`config.mk`:
```
export PLATFORM = sky130hd
export DESIGN_NAME = mem_arbiter
export DESIGN_NICKNAME = d
export VERILOG_FILES = /design/src/rtl/mem_arbiter.sv
export SDC_FILE = /design/constraint.sdc
export NUM_CORES = 1
export LEC_CHECK = 0
export ABC_AREA = 0
export BUFFER_PORTS_ARGS = -buffer_cell sky130_fd_sc_hd__buf_2
export CORE_MARGIN = 8
export CORE_UTILIZATION = 46
export DETAILED_ROUTE_END_ITERATION = 6
export GPL_TIMING_DRIVEN = 0
export HOLD_SLACK_MARGIN = 0.1
export PLACE_DENSITY = 0.79
export SYNTH_ARGS = -nofsm -noshare
export SYNTH_HDL_FRONTEND = slang
export SYNTH_SLANG_ARGS = --single-unit
```
`constraint.sdc`:
```
create_clock -name clk -period 1.95 [get_ports clk]
set_clock_uncertainty 0.2 [all_clocks]
set_input_delay 0 -clock clk [delete_from_list [all_inputs] [get_ports clk]]
set_output_delay 0 -clock clk [all_outputs]
set_load 0.05 [all_outputs]
```
`src/rtl/mem_arbiter.sv`:
```
// mem_arbiter: two-port fetch/data arbiter sequencing grant, access, response onto a single-port mem.
// Optional round-robin tie-break with MEM_ARB_RR_EN; default is fixed data-over-fetch priority.
module mem_arbiter #(
    parameter int AW = 32,
    parameter int DW = 32
) (
    input  logic          clk,
    input  logic          reset,
    input  logic          i_req,
    input  logic [AW-1:0] i_addr,
    output logic          i_gnt,
    output logic          i_valid,
    output logic [DW-1:0] i_data,
    output logic          i_err,
    input  logic          d_req,
    input  logic          d_we,
    input  logic [AW-1:0] d_addr,
    input  logic [DW-1:0] d_wdata,
    output logic          d_gnt,
    output logic          d_valid,
    output logic [DW-1:0] d_rdata,
    output logic          d_err,
    output logic [AW-1:0] m_address,
    output logic [DW-1:0] m_memIn,
    output logic          m_read,
    output logic          m_write,
    input  logic [DW-1:0] m_memOut
);
    typedef enum logic [1:0] {IDLE, ACCESS, RESP} state_t;

    state_t        state_q, state_d;
    logic [AW-1:0] addr_q, addr_d;
    logic [DW-1:0] wdata_q, wdata_d;
    logic [DW-1:0] i_data_q, i_data_d;
    logic [DW-1:0] d_rdata_q, d_rdata_d;
    logic [DW-1:0] resp;
    logic          we_q, we_d;
    logic          owner_q, owner_d;
    logic          err_q, err_d;
    logic          pick_d;
    logic          can_gnt;

`ifdef MEM_ARB_RR_EN
    logic last_q, last_d;
    assign pick_d = d_req && (!i_req || !last_q);
`else
    assign pick_d = d_req;
`endif

    assign can_gnt   = (state_q == IDLE) && !reset;
    assign i_gnt     = can_gnt && i_req && !pick_d;
    assign d_gnt     = can_gnt && pick_d;
    assign i_valid   = (state_q == RESP) && !owner_q && !reset;
    assign d_valid   = (state_q == RESP) && owner_q && !reset;
    assign i_err     = i_valid && err_q;
    assign d_err     = d_valid && err_q;
    assign i_data    = i_data_q;
    assign d_rdata   = d_rdata_q;
    assign m_address = addr_q;
    assign m_memIn   = wdata_q;
    assign m_read    = (state_q == ACCESS) && !we_q && !reset;
    assign m_write   = (state_q == ACCESS) && we_q && !reset;
    assign resp      = we_q ? '0 : m_memOut;

    always_comb begin
        state_d   = state_q;
        addr_d    = addr_q;
        wdata_d   = wdata_q;
        we_d      = we_q;
        owner_d   = owner_q;
        err_d     = err_q;
        i_data_d  = i_data_q;
        d_rdata_d = d_rdata_q;
`ifdef MEM_ARB_RR_EN
        last_d    = last_q;
`endif
        if (state_q == IDLE && (i_req || d_req)) begin
            owner_d = pick_d;
            addr_d  = pick_d ? d_addr : i_addr;
            wdata_d = pick_d ? d_wdata : '0;
            we_d    = pick_d && d_we;
            err_d   = addr_d[1:0] != 2'b00;
            state_d = err_d ? RESP : ACCESS;
`ifdef MEM_ARB_RR_EN
            last_d  = pick_d;
`endif
        end else if (state_q == ACCESS) begin
            d_rdata_d = owner_q ? resp : d_rdata_q;
            i_data_d  = owner_q ? i_data_q : resp;
            state_d   = RESP;
        end else if (state_q == RESP) begin
            state_d = IDLE;
        end
    end

    always_ff @(posedge clk) begin
        if (reset) begin
            state_q   <= IDLE;
            addr_q    <= '0;
            wdata_q   <= '0;
            we_q      <= 1'b0;
            owner_q   <= 1'b0;
            err_q     <= 1'b0;
            i_data_q  <= '0;
            d_rdata_q <= '0;
`ifdef MEM_ARB_RR_EN
            last_q    <= 1'b1;
`endif
        end else begin
            state_q   <= state_d;
            addr_q    <= addr_d;
            wdata_q   <= wdata_d;
            we_q      <= we_d;
            owner_q   <= owner_d;
            err_q     <= err_d;
            i_data_q  <= i_data_d;
            d_rdata_q <= d_rdata_d;
`ifdef MEM_ARB_RR_EN
            last_q    <= last_d;
`endif
        end
    end
endmodule

```
Word-level counts from Yosys, hierarchy flattened
Index checks and enable logic that the tools add are counted.
{"block": "op_classes", "mux": 7, "reduce_logical": 26, "bitwise": 2, "n_eq_ne": 2}
{"operator": "2-to-1 mux 32 bit", "count": 3}
{"operator": "logical AND 1 bit", "count": 16}
{"operator": "2-to-1 mux 2 bit", "count": 4}
{"operator": "AND reduction 3 bit", "count": 2}
{"operator": "zero test 1 bit", "count": 4}
{"operator": "nonzero test 3 bit", "count": 1}
{"operator": "== test 2 x 1 -> 1 bit (second input constant)", "count": 1}
{"operator": "== test 2 bit (second input constant)", "count": 1}
{"operator": "zero test 2 bit", "count": 1}
{"operator": "NOT 1 bit", "count": 2}
{"operator": "nonzero test 2 bit", "count": 1}
{"operator": "logical OR 1 bit", "count": 1}
{"block": "word_totals", "word_cells": 45, "out_inout_bits": 136, "reg_bits": 133}

Longest topological paths before layout
{"block": "depth", "depth_word": 4, "depth_mapped": 8, "ltp_nobuf": 5}

Worst setup path after synthesis
OpenSTA, ideal clock, no wires.
{"block": "synth_timing", "kind": "register to output", "from": "reg state_q[0]", "to": "out i_err", "arrival_ps": 2295, "path_slack_ps": -545, "path_stages_with_launch": 5, "cell_sequence": "dfxtp_1 > inv_1 > ha_1 > nor3b_1 > and2_1"}
{"block": "synth_between", "elab_chain_len": 4}
{"element": "from (decl)", "line": "31", "rtl": "state_t state_q, state_d;"}
{"element": "from (signal assigned)", "line": "110", "rtl": "state_q <= state_d;"}
{"element": "== test 2 bit", "line": "53", "rtl": "assign i_valid = (state_q == RESP) && !owner_q && !reset;"}
{"element": "logical AND 1 bit (2 in a row)", "line": "53"}
{"element": "net i_valid", "line": "12", "rtl": "output logic i_valid,"}
{"element": "logical AND 1 bit", "line": "55", "rtl": "assign i_err = i_valid && err_q;"}
{"element": "to (decl)", "line": "14", "rtl": "output logic i_err,"}
The timed path passes the listed nets, and every way through them passes these cells.

Final worst setup path
{"block": "layout_timing", "from": "in d_req", "to": "reg addr_q[29] (netlist: m_address[29])"}
{"block": "layout_between", "elab_chain_len": 2, "word_cells_on_any_way": 3, "classes_between": "mux: 1; reduce/logical: 2"}
{"element": "from (decl)", "line": "15", "rtl": "input logic d_req,"}
{"element": "logical OR 1 bit", "line": "77", "rtl": "if (state_q == IDLE && (i_req || d_req)) begin"}
{"element": "logical AND 1 bit", "line": "77"}
{"element": "to (signal assigned)", "line": "111", "rtl": "addr_q <= addr_d;"}
{"element": "to (decl)", "line": "32", "rtl": "logic [AW-1:0] addr_q, addr_d;"}
Several ways; a longest one is shown, not always the timed one.
A chain may end at the register's enable or synchronous reset.

==> summary.txt <==
Outcome
  • Status: finished with violations
  • Failing checks: negative setup slack

Placed design
  • GPL Wtd Cong: 0.803
  • DP HPWL: 13500 microns
  • Placed insts: 979
  • Port buffer count: 266
  • Pre-CTS setup slack: 39.4 ps

GRT
  • Largest net degree at the start of global routing: 17
  • Total GRT Usage: 28.3%
  • Number of global-route vias before repair: 6685
  • Global-route wire length before repair: 36000 microns
  • Overflow after GRT: 0
  • Initial antenna violation count: 3

Routing
  • Drt wl/cell: 20.2 microns
  • Via density: 5.45
  • Via count: 6269
  • Final wirelength: 23300 microns
  • Pre-antenna DRT Iters: 5
  • DRC: 0
  • Post-route ant nets: 0
  • Number of DRC markers in iteration 0: 415

Critical path
  • Slowest cell on the critical path: dlygate4sd3_1
  • Crit path DAT: 2070 ps
  • CP top delay family: buffers and inverters
  • Worst Setup Path Type: input port to flop
  • CP most frequent cell: dlygate4sd3_1
  • WP buf/inv: 4
  • Worst Setup Start Kind: input port
  • Critical path capture point type: flop
  • Crit path max fanout: 10
  • CP required: 2040 ps
  • Cells along the critical path: dlygate4sd3_1 > buf_6 > clkbuf_4 > mux2i_1 > dlygate4sd3_1 > a211oi_1
  • CP peak stage delay: 610 ps

Floorplanning
  • # IOs: 269
  • Die ar.: 15600 sq um
  • Die Wd: 125 microns
  • Initial Util: 47.4%
  • Die Height: 125 microns
  • FP Rows: 39
  • CORE AREA: 11500 sq um

Synth
  • Number of synthesized flops with an enable pin: 0
  • Syn Nets: 707
  • Synthesized instance count: 570
  • Fraction of registers with async set/reset: 0%
  • Adder-cell share of the synthesized area: 0.920%
  • Primary FF master, synth: dfxtp_1
  • Mux cell area share after synthesis: 17.7%
  • Post-synthesis xor/xnor area fraction: 0%
  • Compound-cell area share of the yosys netlist: 8.54%
  • Average cell area after synthesis: 9.54 sq um
  • Distinct cells, synth: 28
  • Yosys reg bits: 133
  • Yosys warning count: 0
  • Seq/Total Area, Yosys: 49.0%
  • Simple-gate share of the synthesized area: 18.4%
  • Synthesized area: 5440 sq um
  • Largest family of logic cells by synthesized area: simple AND/OR/NAND/NOR gates

Timing
  • Hold Slack: 214 ps
  • Post-layout min period: 1980 ps
  • Setup violators final: 3
  • Max-slew headroom: 60.6%
  • Hold Violations, Final: 0
  • Final worst path period share: 101%
  • Final max-slew violation count: 0
  • Worst-Margin Slew: 590 ps
  • F_max: 506 MHz
  • Post-route setup slack: -26.7 ps

Cells and area
  • # fillers: 659
  • Util after Layout: 79.2%
  • Multi-input logic area: 2530 sq um
  • Commonest non-fill, non-tap cell in the layout: buf_2
  • Most frequent cells in the layout: buf_2, dlygate4sd3_1, dfxtp_1
  • Syn-to-layout area delta: 67.0%
  • Non-Filler Instances: 1150
  • Share of layout cells above drive strength 1: 34.8%
  • Register area: 2660 sq um
  • Nets: 1128

Clock tree
  • H-tree depth: 4
  • Clock root buffer: clkbuf_16
  • Worst-Skew Late Latency: 400 ps
  • CTS clk-pin slew, worst paths: 60 ps
  • CTS tree: yes
  • Clock sinks: 133
  • Num CTS Buffers: 17
  • Clk buf depth: 2

Power and ir drop
  • Max IR drop VDD: 0.644 mV
  • Power Density: 945 nW/um^2
  • Tot Pwr: 0.00858 W
  • Leak: 4.63 nW

Flow run
  • Max_cap viols: 0

Hold path
  • Hold Path Class: input port to flop
## cells by family (layout without fill, tap and decap cells)
| logic type | count (synthesis) | in the layout |
|---|---|---|
| and+or+nand+nor | 210 | 210 |
| DFF | 133 | 133 |
| muxes | 96 | 96 |
| AOI/OAI and AO/OA | 72 | 72 |
| buffers and inverters | 55 | 489 |
| adders and majority gates | 4 | 4 |
| other | 0 | 3 |
## final timing paths
path | startpoint | end | slack, ps | depth (start not counted)
worst max-delay path | d_req | m_address[29] | -30 | 6
worst min-delay path | d_wdata[21] | m_memIn[21] | 210 | 4
worst max register to register | state_q[0] | m_address[29] | 10 | 7
worst min register to register | m_memIn[7] | m_memIn[7] | 250 | 2
## where the power goes
| group | switching, W | total [W] | internal [W] |
|---|---|---|---|
| combinational | 0.00130 | 0.00200 | 0.000702 |
| clock | 0.00120 | 0.00357 | 0.00237 |
| sequential | 0.000113 | 0.00300 | 0.00289 |
| total | 0.00261 | 0.00858 | 0.00597 |
## synthesized netlist by cell type, types with 2 or more instances
cell type	instances	area share, %
a21oi_1	34	3.1
and3_1	4	0.46
ha_1	4	0.92
nand2_1	98	6.8
mux2i_1	96	18
nand3_1	33	3.0
buf_4	3	0.41
nor2_1	32	2.2
clkbuf_1	15	1.0
nand3b_1	33	4.6
buf_2	25	2.3
nor3b_1	3	0.41
inv_1	3	0.21
buf_1	2	0.14
dfxtp_1	133	49
a31o_2	2	0.32
buf_6	7	1.4
a211oi_1	32	4.4
and2_1	2	0.23
## worst reg2reg max path: cells and delay by family (launching register included)
| kind | cells | cell delay, ps |
|---|---|---|
| compound gates | 2 | 480 |
| flops | 1 | 350 |
| fa+ha+maj | 1 | 210 |
| buf+inv | 4 | 610 |
## through the flow
| step | area [sq um] | TNS (ps) |
|---|---|---|
| floorplan | 5450 | 0 |
| global placement | 6960 | 0 |
| detailed placement | 6960 | 0 |
| CTS | 9000 | 0 |
| global route | 9080 | -128 |
| finish | 9080 | -55.7 |
## per-layer routing
layer | vias to the layer above | global-route usage, % | routed length, microns
met1 | 2889 | 29.1 | 8400
met2 | 433 | 48.6 | 11300
met3 | 113 | 8.98 | 2150
li1 | 2834 | - | -
met4 | 0 | 18.4 | 1480
met5 | - | 0 | 0
## registers in the layout, summed over array words and instances (netlist names)
| name | flops |
|---|---|
| m_address | 32 |
| we_q | 1 |
| owner_q | 1 |
| state_q | 2 |
| m_memIn | 32 |
| d_rdata | 32 |
| i_data | 32 |
| err_q | 1 |
## layout make-up
type / count / share of cell area [%]
Clock buffer: 20 / 5.14
Antenna cell: 3 / 0.0827
Buffer: 51 / 3.42
Timing Repair Buffer: 403 / 29.8
Inverter: 3 / 0.124
Clock inverter: 12 / 2.19
Multi-Input combinational cell: 382 / 27.9
Tap cell: 143 / 1.97
Sequential cell: 133 / 29.3
## timing repair
action,4_1_cts,5_1_grt
setup buffers,0,0
endpoints found under the hold margin,133,0
hold buffers,137,0
resized for setup,1,25
endpoints found under the setup margin,1,62
Note: power is estimated with default switching activity, not from simulation.
